**config.mk**
```make
export PLATFORM = sky130hd
export DESIGN_NAME = seg_argmax_head
export DESIGN_NICKNAME = d
export VERILOG_FILES = /design/src/rtl/seg_argmax_head.sv
export SDC_FILE = /design/constraint.sdc
export NUM_CORES = 1
export LEC_CHECK = 0
export CAP_MARGIN = 30
export CORE_MARGIN = 1.5
export CORE_UTILIZATION = 54
export DETAILED_ROUTE_END_ITERATION = 7
export PLACE_DENSITY = 0.92
export SETUP_SLACK_MARGIN = 0.5
export SYNTH_ARGS = -nofsm -noshare
export SYNTH_HDL_FRONTEND = slang
export SYNTH_SLANG_ARGS = --single-unit
```
**constraint.sdc**
```tcl
create_clock -name clock -period 2.99 [get_ports clock]
set_input_delay 0.598 -clock clock [delete_from_list [all_inputs] [get_ports clock]]
set_output_delay 0.598 -clock clock [all_outputs]
set_load 0.02 [all_outputs]
```
**src/rtl/seg_argmax_head.sv**
```systemverilog
`default_nettype none
// ============================================================================
// Module   : seg_argmax_head
// Purpose  : Pipelined per-pixel argmax over CNN feature units, with uint8
//            confidence and a per-frame label histogram bank.
// Revision : 1.0 - initial release
// ============================================================================
module seg_argmax_head #(
  parameter int HEIGHT    = -1,
  parameter int WIDTH     = -1,
  parameter int W_HEIGHT  = -1,
  parameter int W_WIDTH   = -1,
  parameter int UINT_BITW = 8,
  parameter int UNITS     = 12,
  parameter int INT_BITW  = 5,
  parameter int FRAC_BITW = 8,
  localparam int V_BITW   = $clog2(W_HEIGHT),
  localparam int H_BITW   = $clog2(W_WIDTH),
  localparam int LBL_BITW = $clog2(UNITS),
  localparam int FX_BITW  = INT_BITW + FRAC_BITW,
  localparam int CNT_BITW = $clog2(HEIGHT * WIDTH + 1)
) (
  input  logic                       clock,
  input  logic                       n_rst,
  input  logic [0:FX_BITW*UNITS-1]   in_feat,
  input  logic [V_BITW-1:0]          in_vcnt,
  input  logic [H_BITW-1:0]          in_hcnt,
  output logic [LBL_BITW-1:0]        out_label,
  output logic [UINT_BITW-1:0]       out_conf,
  output logic [V_BITW-1:0]          out_vcnt,
  output logic [H_BITW-1:0]          out_hcnt,
  output logic                       frame_done,
  input  logic [LBL_BITW-1:0]        hist_sel,
  output logic [CNT_BITW-1:0]        hist_count
);

  localparam int NSTG = LBL_BITW;

  function automatic int stg_cnt(input int s);
    int n;
    n = UNITS;
    for (int i = 0; i < s; i++) n = (n + 1) / 2;
    return n;
  endfunction

  // Level 0 is the raw input; level s is the registered output of tree stage s.
  logic signed [FX_BITW-1:0] w_lvl_val [0:NSTG][UNITS];
  logic [LBL_BITW-1:0]       w_lvl_idx [0:NSTG][UNITS];
  logic signed [FX_BITW-1:0] r_val     [1:NSTG][UNITS];
  logic [LBL_BITW-1:0]       r_idx     [1:NSTG][UNITS];

  always_comb begin
    for (int j = 0; j < UNITS; j++) begin
      w_lvl_val[0][j] = in_feat[j*FX_BITW +: FX_BITW];
      w_lvl_idx[0][j] = LBL_BITW'(j);
      for (int s = 1; s <= NSTG; s++) begin
        w_lvl_val[s][j] = r_val[s][j];
        w_lvl_idx[s][j] = r_idx[s][j];
      end
    end
  end

  generate
    for (genvar s = 1; s <= NSTG; s++) begin : g_stage
      for (genvar j = 0; j < UNITS; j++) begin : g_node
        if (2*j + 1 < stg_cnt(s-1)) begin : g_pair
          logic w_take_hi;
          // Higher index must be strictly greater, so ties keep the lower index.
          assign w_take_hi = w_lvl_val[s-1][2*j+1] > w_lvl_val[s-1][2*j];
          always_ff @(posedge clock or negedge n_rst) begin
            if (!n_rst) begin
              r_val[s][j] <= '0;
              r_idx[s][j] <= '0;
            end else if (w_take_hi) begin
              r_val[s][j] <= w_lvl_val[s-1][2*j+1];
              r_idx[s][j] <= w_lvl_idx[s-1][2*j+1];
            end else begin
              r_val[s][j] <= w_lvl_val[s-1][2*j];
              r_idx[s][j] <= w_lvl_idx[s-1][2*j];
            end
          end
        end else if (2*j < stg_cnt(s-1)) begin : g_pass
          always_ff @(posedge clock or negedge n_rst) begin
            if (!n_rst) begin
              r_val[s][j] <= '0;
              r_idx[s][j] <= '0;
            end else begin
              r_val[s][j] <= w_lvl_val[s-1][2*j];
              r_idx[s][j] <= w_lvl_idx[s-1][2*j];
            end
          end
        end else begin : g_idle
          always_ff @(posedge clock or negedge n_rst) begin
            if (!n_rst) begin
              r_val[s][j] <= '0;
              r_idx[s][j] <= '0;
            end else begin
              r_val[s][j] <= '0;
              r_idx[s][j] <= '0;
            end
          end
        end
      end
    end
  endgenerate

  logic signed [FX_BITW-1:0] w_win_val;
  logic [UINT_BITW-1:0]      w_conf;

  assign w_win_val = w_lvl_val[NSTG][0];

  always_comb begin
    w_conf = w_win_val[FRAC_BITW-1:0];
    if (w_win_val[FX_BITW-1])
      w_conf = '0;
    else if (|w_win_val[FX_BITW-2:FRAC_BITW])
      w_conf = '1;
  end

  // r_live marks pipeline slots filled since reset so flushed zeros never count.
  logic [V_BITW-1:0] r_vdly [NSTG];
  logic [H_BITW-1:0] r_hdly [NSTG];
  logic [NSTG:0]     r_live;

  always_ff @(posedge clock or negedge n_rst) begin
    if (!n_rst) begin
      for (int k = 0; k < NSTG; k++) begin
        r_vdly[k] <= '0;
        r_hdly[k] <= '0;
      end
      r_live    <= '0;
      out_label <= '0;
      out_conf  <= '0;
      out_vcnt  <= '0;
      out_hcnt  <= '0;
    end else begin
      r_vdly[0] <= in_vcnt;
      r_hdly[0] <= in_hcnt;
      for (int k = 1; k < NSTG; k++) begin
        r_vdly[k] <= r_vdly[k-1];
        r_hdly[k] <= r_hdly[k-1];
      end
      r_live    <= {r_live[NSTG-1:0], 1'b1};
      out_label <= w_lvl_idx[NSTG][0];
      out_conf  <= w_conf;
      out_vcnt  <= r_vdly[NSTG-1];
      out_hcnt  <= r_hdly[NSTG-1];
    end
  end

  logic                w_active;
  logic                w_frame_end;
  logic [CNT_BITW-1:0] r_cnt  [UNITS];
  logic [CNT_BITW-1:0] r_bank [UNITS];
  logic [CNT_BITW-1:0] w_next [UNITS];

  assign w_active    = r_live[NSTG] && (int'(out_vcnt) < HEIGHT) && (int'(out_hcnt) < WIDTH);
  assign w_frame_end = r_live[NSTG] && (out_vcnt == V_BITW'(W_HEIGHT - 1))
                                    && (out_hcnt == H_BITW'(W_WIDTH - 1));

  always_comb begin
    for (int k = 0; k < UNITS; k++) begin
      w_next[k] = r_cnt[k];
      if (w_active && (out_label == LBL_BITW'(k)) && (r_cnt[k] != '1))
        w_next[k] = r_cnt[k] + 1'b1;
    end
  end

  // The frame-end snapshot takes w_next so the final pixel lands in this bank.
  always_ff @(posedge clock or negedge n_rst) begin
    if (!n_rst) begin
      for (int k = 0; k < UNITS; k++) begin
        r_cnt[k]  <= '0;
        r_bank[k] <= '0;
      end
      frame_done <= 1'b0;
    end else begin
      for (int k = 0; k < UNITS; k++) begin
        if (w_frame_end) begin
          r_bank[k] <= w_next[k];
          r_cnt[k]  <= '0;
        end else begin
          r_cnt[k]  <= w_next[k];
        end
      end
      frame_done <= w_frame_end;
    end
  end

  always_comb begin
    hist_count = '0;
    if (int'(hist_sel) < UNITS)
      hist_count = r_bank[hist_sel];
  end

endmodule
`default_nettype wire

```
==> results of run 1 <==
==> final cells by class <==
cell class | count | area [sq um] | area share [%]
clock inverter | 21 | 337.8 | 1.277
clock buffer | 74 | 1534 | 5.800
multi-input combinational | 639 | 6228 | 23.55
tap | 468 | 585.6 | 2.214
timing repair buffer | 352 | 3562 | 13.47
sequential | 542 | 13570 | 51.30
inverter | 160 | 630.6 | 2.384
antenna | 1 | 2.502 | 0.009462
==> kinds of logic (layout without fill, tap and decap cells) <==
logic type / after synthesis / after routing / synth area share (%)
AOI/OAI and AO/OA: 126 / 126 / 4.559
and+or+nand+nor: 200 / 200 / 5.423
muxes: 167 / 169 / 9.981
adders and majority gates: 143 / 143 / 8.893
DFF: 542 / 542 / 67.41
other: 1 / 2 / 0.01864
buffers and inverters: 179 / 607 / 3.713
==> layout by cell type (no fill, tap or decap), types with 5 or more instances in the layout <==
master / count
ha_4: 12
dlymetal6s2s_1: 21
nand2b_1: 8
clkdlybuf4s50_1: 271
clkinv_2: 6
mux2i_1: 9
and3_1: 7
mux2_2: 124
and2_1: 5
clkbuf_1: 7
a22o_1: 8
nand4_1: 42
ha_1: 130
buf_12: 8
buf_6: 5
nor2_1: 48
nor2b_1: 14
buf_4: 36
bufinv_16: 7
dlygate4sd2_1: 8
dfrtp_1: 539
a21oi_1: 28
mux2_4: 30
inv_1: 154
nand3_1: 19
o21ai_0: 20
nor4_1: 5
a211oi_1: 7
nand2_1: 17
a21o_1: 16
clkbuf_16: 52
clkbuf_8: 15
==> power by group through the flow <==
| stage | clock (W) | sequential [W] | combinational (W) |
|---|---|---|---|
| 6_report | 0.00710 | 0.00894 | 0.00401 |
| 5_1_grt | 0.00753 | 0.00902 | 0.00435 |
| 4_1_cts | 0.00716 | 0.00893 | 0.00389 |
| 3_5_place_dp | 0 | 0.00902 | 0.00372 |
| 3_3_place_gp | 0 | 0.00893 | 0.00356 |
| 2_1_floorplan | 0 | 0.00889 | 0.00225 |
==> routing by layer <==
layer | up-vias | GRT usage [%]
li1 | 5433 | -
met1 | 6273 | 29.13
met2 | 500 | 47.81
met3 | 157 | 5.329
met4 | 4 | 11.34
met5 | - | 0
==> state kept, by name, summed over array words and instances (netlist names) <==
| signal | count |
|---|---|
| r_bank | 12 |
| r_vdly | 128 |
| r_live | 5 |
| out_conf | 8 |
| w_win_val | 13 |
| out_label | 4 |
| out_vcnt | 32 |
| r_cnt | 12 |
| r_val | 143 |
| r_idx | 24 |
| out_hcnt | 32 |
| frame_done | 1 |
| r_hdly | 128 |
==> worst min path at each step <==
stage	startpoint	end	slack [ns]	cells after the start
after floorplan	n_rst	frame_done$_DFF_PN0_	0.30	0
after CTS	n_rst	out_vcnt[29]$_DFF_PN0_	0.03	1
after global placement	r_hdly[57]$_DFF_PN0_	r_hdly[25]$_DFF_PN0_	0.33	0
after detailed placement	r_vdly[11]$_DFF_PN0_	out_vcnt[11]$_DFF_PN0_	0.33	0
after global routing	n_rst	out_vcnt[30]$_DFF_PN0_	0.05	1
final	n_rst	out_vcnt[29]$_DFF_PN0_	0.02	1
==> what timing repair did <==
| action | 4_1_cts | 5_1_grt |
|---|---|---|
| buffers inserted | 7 | 7 |
| endpoints found under the setup margin | 99 | 105 |
| hold endpoints to repair | 0 | 0 |
| pin swaps | 8 | 24 |
| gates cloned | 2 | 1 |
| resized for setup | 42 | 67 |
==> through the flow <==
| stage | utilization [%] | cell area (sq um) | TNS, ns | total power, W |
|---|---|---|---|---|
| 2_1_floorplan | - | 20220 | 0 | 0.01114 |
| 3_3_place_gp | 65.71 | 24060 | -6.632 | 0.01250 |
| 3_5_place_dp | 65.71 | 24060 | -10.90 | 0.01274 |
| 4_1_cts | 71.33 | 26110 | 0 | 0.01998 |
| 5_1_grt | 72.24 | 26450 | 0 | 0.02090 |
| 6_report | 72.24 | 26450 | 0 | 0.02006 |
==> impl_results.md, run 1 <==
* Met3 routed WL at 3193 microns
* Fin Clk Skew at 0.02805 ns
* Synth top area cells: dfrtp_1, ha_1, mux2_2
* Post-Syn Area at 0.02012 sq mm
* Gr ovfl total at 0
* Residual DRC at 0
* Global-route wire length before repair at 75,550 microns
* Die ar. at 0.03843 sq mm
* Inst Count DP at 2,144
* HP Class: primary input to asynchronous set/reset pin
* Ys Warns at 0
* # hold bufs at CTS at 0
* Final min period at 2.578 ns
* Clock-pin slew on the worst setup and hold paths at 0.07 ns
* Syn Inst Count at 1,358
* Worst Slack Setup Final at 0.4125 ns
* PwrDens at 758.3 mW/mm^2
* Final wirelength at 50,710 microns
* Worst path required time at 3.44 ns
* Slowest CP cell: nor4_1
* Final Hold Vio Count at 0
* Yosys cell types at 59
* R2r startpoint: out_vcnt[31]$_DFF_PN0_
* GRT Total Usage at 25.99%
* Kind of critical path: register to register
* Largest delay share family, worst path: simple AND/OR/NAND/NOR gates
* Tcrit/Tclk final at 86.21%
* Relative slew slack at 43.42%
* Routed vias/inst at 5.479
* Register area share after synthesis at 67.41%
* H-tree lvl count at 2
* Fill cells at 2,137
* Worst Tran Pin Value at 0.8448 ns
* RePlAce Congestion at 0.8374
* Share of cells above drive strength 1 at 20.53%
* Root buffer cell: clkbuf_16
* Reg2Reg Setup Slack at 0.41 ns
* Status: finished, final reports clean
* Syn_area_per_cell at 14.82 sq um
* Initial DRC Count at 610
* WL/cell at 22.47 microns
* Post-Syn Nets at 1,727
* Setup violations, final at 0
* Crit-path max FO at 4
* CTS tree: built
* Seq cells post-synth at 542
* Clock Sinks at 542
* Commonest cells post-synth: dfrtp_1, inv_1, ha_1
* Switching pwr at 0.005428 W
* Count leader, synth: dfrtp_1
* Worst setup endpoint: r_bank[11]$_DFFE_PN0N_
* Clock Latency Late Sink at 0.60 ns
* Pint at 0.01463 W
* Max incr delay on CP at 0.51 ns
* Pin count of the biggest net entering global routing at 77
* Die X at 196.0 microns
* RSZ-0062 raised after global routing: yes
* Starting Density at 54.96%
* Core Box Area at 0.03661 sq mm
* Vias in the first global route at 13,638
* Synth area leader: dfrtp_1
* Reg2reg end: r_bank[11]$_DFFE_PN0N_
* Via Count at 12,367
* Beginning of the critical path: out_vcnt[31]$_DFF_PN0_
* Area Overhead vs Synth at 31.46%
* Asr flop ratio synth at 100.0%
* HPWL Detailed at 31,980 microns
* Synth top area share at 67.41%
* Clock power frac at 35.4%
* Nets at 2,115
* FMAX at 0.3880 GHz
* Pleak at 12.46 nW
* Metal2 WL at 26,940 microns
* Pre-CTS setup slack at -0.3126 ns
* Critical path, cell by cell: nand4_1 -> nor4_1 -> nand2_1 -> nor3_2 -> nand4_1 -> buf_4 -> o31ai_2
* IO buf count at 303
* DRT met1 WL at 18,330 microns
* Max-cap violation count at 0
* Final Max Tran Viols at 0
* Uppermost routed layer: met5
* Initial antenna violation count at 4
* Critical path buffers and inverters at 1
* Fin cells at 2,257
* Drt first pass iters at 5
* Maximum clock path buffer count at 3
* TritonCTS buffer count at 51
* Stages on the worst setup path at 7
* Post-DRT Antenna Nets at 0
* Worst vdd ir at 591.4 uV
* Post-synth top flop: dfrtp_1
* Top Ports at 304
* Comb power frac at 20.0%
* Switching Fraction at 27.07%
* Seq pwr share at 44.6%
* Die Y at 196.0 microns
* Post-synth EDFFs at 0
* Crit end category: register
* Worst hold slack at 0.02103 ns
* Placement Rows at 70
* R2R depth at 7
* Critical Path Source Type: register
* Critical Path AT at 3.03 ns
* CP most frequent cell: nand4_1
Note: power is estimated with default switching activity, not from simulation.
==> inputs of run 2 (changes only) <==
Settings changed: CTS_CLUSTER_DIAMETER set to 30.
==> run 2 against run 1 <==
Against the previous run:
- combinational power up 6.0%
- sequential cell count unchanged
- critical path depth down 3
- wire length up 9.1%
- critical path type is now register to output port
- critical endpoint is now hist_count
- largest cell class unchanged
==> impl_results.md, run 2 (synthesized netlist as in run 1, its figures left out) <==
* Top reg by flops: r_val
* TritonCTS buffer count at 91 (+78%)
* Reg area at 0.01357 sq mm (about the same)
* Worst path required time at 2.39 ns (-1.05 ns)
* Die X at 196.0 microns (unchanged)
* Crit end category: output port
* Fill cells at 1,889 (-12%)
* Clock-pin slew on the worst setup and hold paths at 0.06 ns (about the same)
* Top Ports at 304 (unchanged)
* Starting Density at 54.96% (unchanged)
* H-tree lvl count at 3 (+1)
* R2r startpoint: out_vcnt[31]$_DFF_PN0_
* Pin count of the biggest net entering global routing at 77 (unchanged)
* Largest registers: r_val x143, r_hdly x128, r_vdly x128
* Pre-CTS setup slack at -0.3126 ns (unchanged)
* Fin cells at 2,333 (+3.4%)
* Root buffer cell: clkbuf_16
* Most common cell after layout, fill and taps aside: dfrtp_1
* Tcrit/Tclk final at 88.04% (+1.8 points)
* Nets at 2,156 (+1.9%)
* Die ar. at 0.03843 sq mm (unchanged)
* Worst vdd ir at 558.6 uV (-5.5%)
* Worst Slack Setup Final at 0.3575 ns (-0.05496 ns)
* Critical Path AT at 2.03 ns (-1.00 ns)
* Slowest CP cell: mux4_2
* Hold path cells at 2
* RePlAce Congestion at 0.8374 (unchanged)
* Routed vias/inst at 5.533 (+0.97%)
* Setup violations, final at 0 (unchanged)
* Max reg flops at 143 (unchanged)
* Gr ovfl total at 0 (unchanged)
* Reg2Reg Setup Slack at 0.47 ns (+0.06 ns)
* Largest delay share family, worst path: multiplexers
* Multi-input logic area at 0.006240 sq mm (+0.18%)
* Global-route wire length before repair at 82,990 microns (+9.9%)
* Maximum clock path buffer count at 3 (unchanged)
* Core Box Area at 0.03661 sq mm (unchanged)
* GRT Total Usage at 28.72% (+2.7 points)
* Final Max Tran Viols at 0 (unchanged)
* Residual DRC at 0 (unchanged)
* PwrDens at 868.7 mW/mm^2 (+15%)
* Initial antenna violation count at 2 (-2)
* Commonest cells after routing, fill and taps aside: dfrtp_1, clkdlybuf4s50_1, inv_1, ha_1, mux2_2
* Share of cells above drive strength 1 at 23.51% (+3.0 points)
* Relative slew slack at 34.82% (-8.6 points)
* Initial DRC Count at 696 (+14%)
* Final min period at 2.632 ns (+0.05496 ns)
* Vias in the first global route at 14,718 (+7.9%)
* Via Count at 12,908 (+4.4%)
* Post-DRT Antenna Nets at 0 (unchanged)
* Worst Tran Pin Value at 0.9731 ns (+0.1283 ns)
* Inst Count DP at 2,144 (unchanged)
* Drt first pass iters at 4 (-1)
* HP Class: primary input to register
* Critical path, cell by cell: mux4_2 -> mux2i_2 -> o21ai_2 -> buf_6
* Kind of critical path: register to output port
* Critical path buffers and inverters at 1 (unchanged)
* Reg2reg end: r_bank[5]$_DFFE_PN0N_
* Final instance area at 0.02794 sq mm (+5.6%)
* HPWL Detailed at 31,980 microns (unchanged)
* Placement Rows at 70 (unchanged)
* Crit-path max FO at 2 (-2)
* Final wirelength at 55,340 microns (+9.1%)
* WHS Endpoint: r_val[549]$_DFF_PN0_
* Max-cap violation count at 0 (unchanged)
* RSZ-0062 raised after global routing: yes
* WL/cell at 23.72 microns (+5.6%)
* Post-DP Area at 0.02406 sq mm (unchanged)
* CTS tree: built
* IO buf count at 303 (unchanged)
* Area Overhead vs Synth at 38.87%
* Pleak at 13.21 nW (+6.1%)
* Die Y at 196.0 microns (unchanged)
* Worst hold slack at 0.2804 ns (+0.2594 ns)
* R2R depth at 5 (-2)
* FMAX at 0.3799 GHz (-2.1%)
* Hold_sp: in_feat[139]
* Clock Sinks at 542 (unchanged)
* Critical Path Source Type: register
* Max incr delay on CP at 0.54 ns (+0.03 ns)
* Clock Latency Late Sink at 0.63 ns (+0.03 ns)
* Status: finished, final reports clean
* Fin Clk Skew at 0.04036 ns (+0.01230 ns)
* Final Hold Vio Count at 0 (unchanged)
[run 2: cell count changes in the layout (fill, tap and decap cells not counted), sizes merged, moves of 5 or more]
| cell | before | now |
|---|---|---|
| clkbuf | 74 | 113 |
| clkinvlp | 4 | 9 |
| bufinv | 7 | 12 |
| clkinv | 8 | 29 |
| inv | 162 | 167 |
[run 2: metrics by stage]
step | total power [W] | utilization [%] | TNS, ns
after floorplan | 0.01114 | - | 0
after global placement | 0.01250 | 65.71 | -6.632
after detailed placement | 0.01274 | 65.71 | -10.90
after CTS | 0.02406 | 75.13 | 0
after global routing | 0.02512 | 76.31 | 0
final | 0.02427 | 76.32 | 0
[run 2: cell type report]
type	instances	share of cell area, %
inverter	160	2.257
sequential	542	48.55
tap	468	2.096
clock buffer	112	8.938
multi-input combinational	639	22.33
clock inverter	57	2.857
timing repair buffer	353	12.95
antenna	2	0.01791
[run 2: layer usage]
layer	up-vias	GRT usage (%)	wire length [microns]
met5	-	0	5
met1	6627	30.12	19330
met4	2	14.30	2382
met3	159	6.481	3185
met2	552	53.87	30430
li1	5568	-	-
[run 2: where the power goes]
part           internal (W)  switching (W)
Combinational       0.00223        0.00202
Clock               0.00707        0.00395
Sequential          0.00832       0.000672
[run 2: repair_timing]
action	in CTS	in global routing
gates cloned	2	2
endpoints found under the hold margin	4	0
endpoints found under the setup margin	88	107
buffers inserted	6	7
hold buffers	1	0
pin swaps	8	24
gates resized for setup	32	78
[run 2: worst max path at each step]
stage	start	endpoint	slack [ns]	cells after the start
after floorplan	in_feat[141]	r_val[549]$_DFF_PN0_	0.46	9
after global placement	in_feat[141]	r_val[547]$_DFF_PN0_	-0.30	11
after detailed placement	in_feat[115]	r_val[567]$_DFF_PN0_	-0.31	10
after CTS	r_bank[0]$_DFFE_PN0N_	hist_count	0.35	4
after global routing	r_bank[1]$_DFFE_PN0N_	hist_count	0.34	4
final	r_bank[1]$_DFFE_PN0N_	hist_count	0.36	4
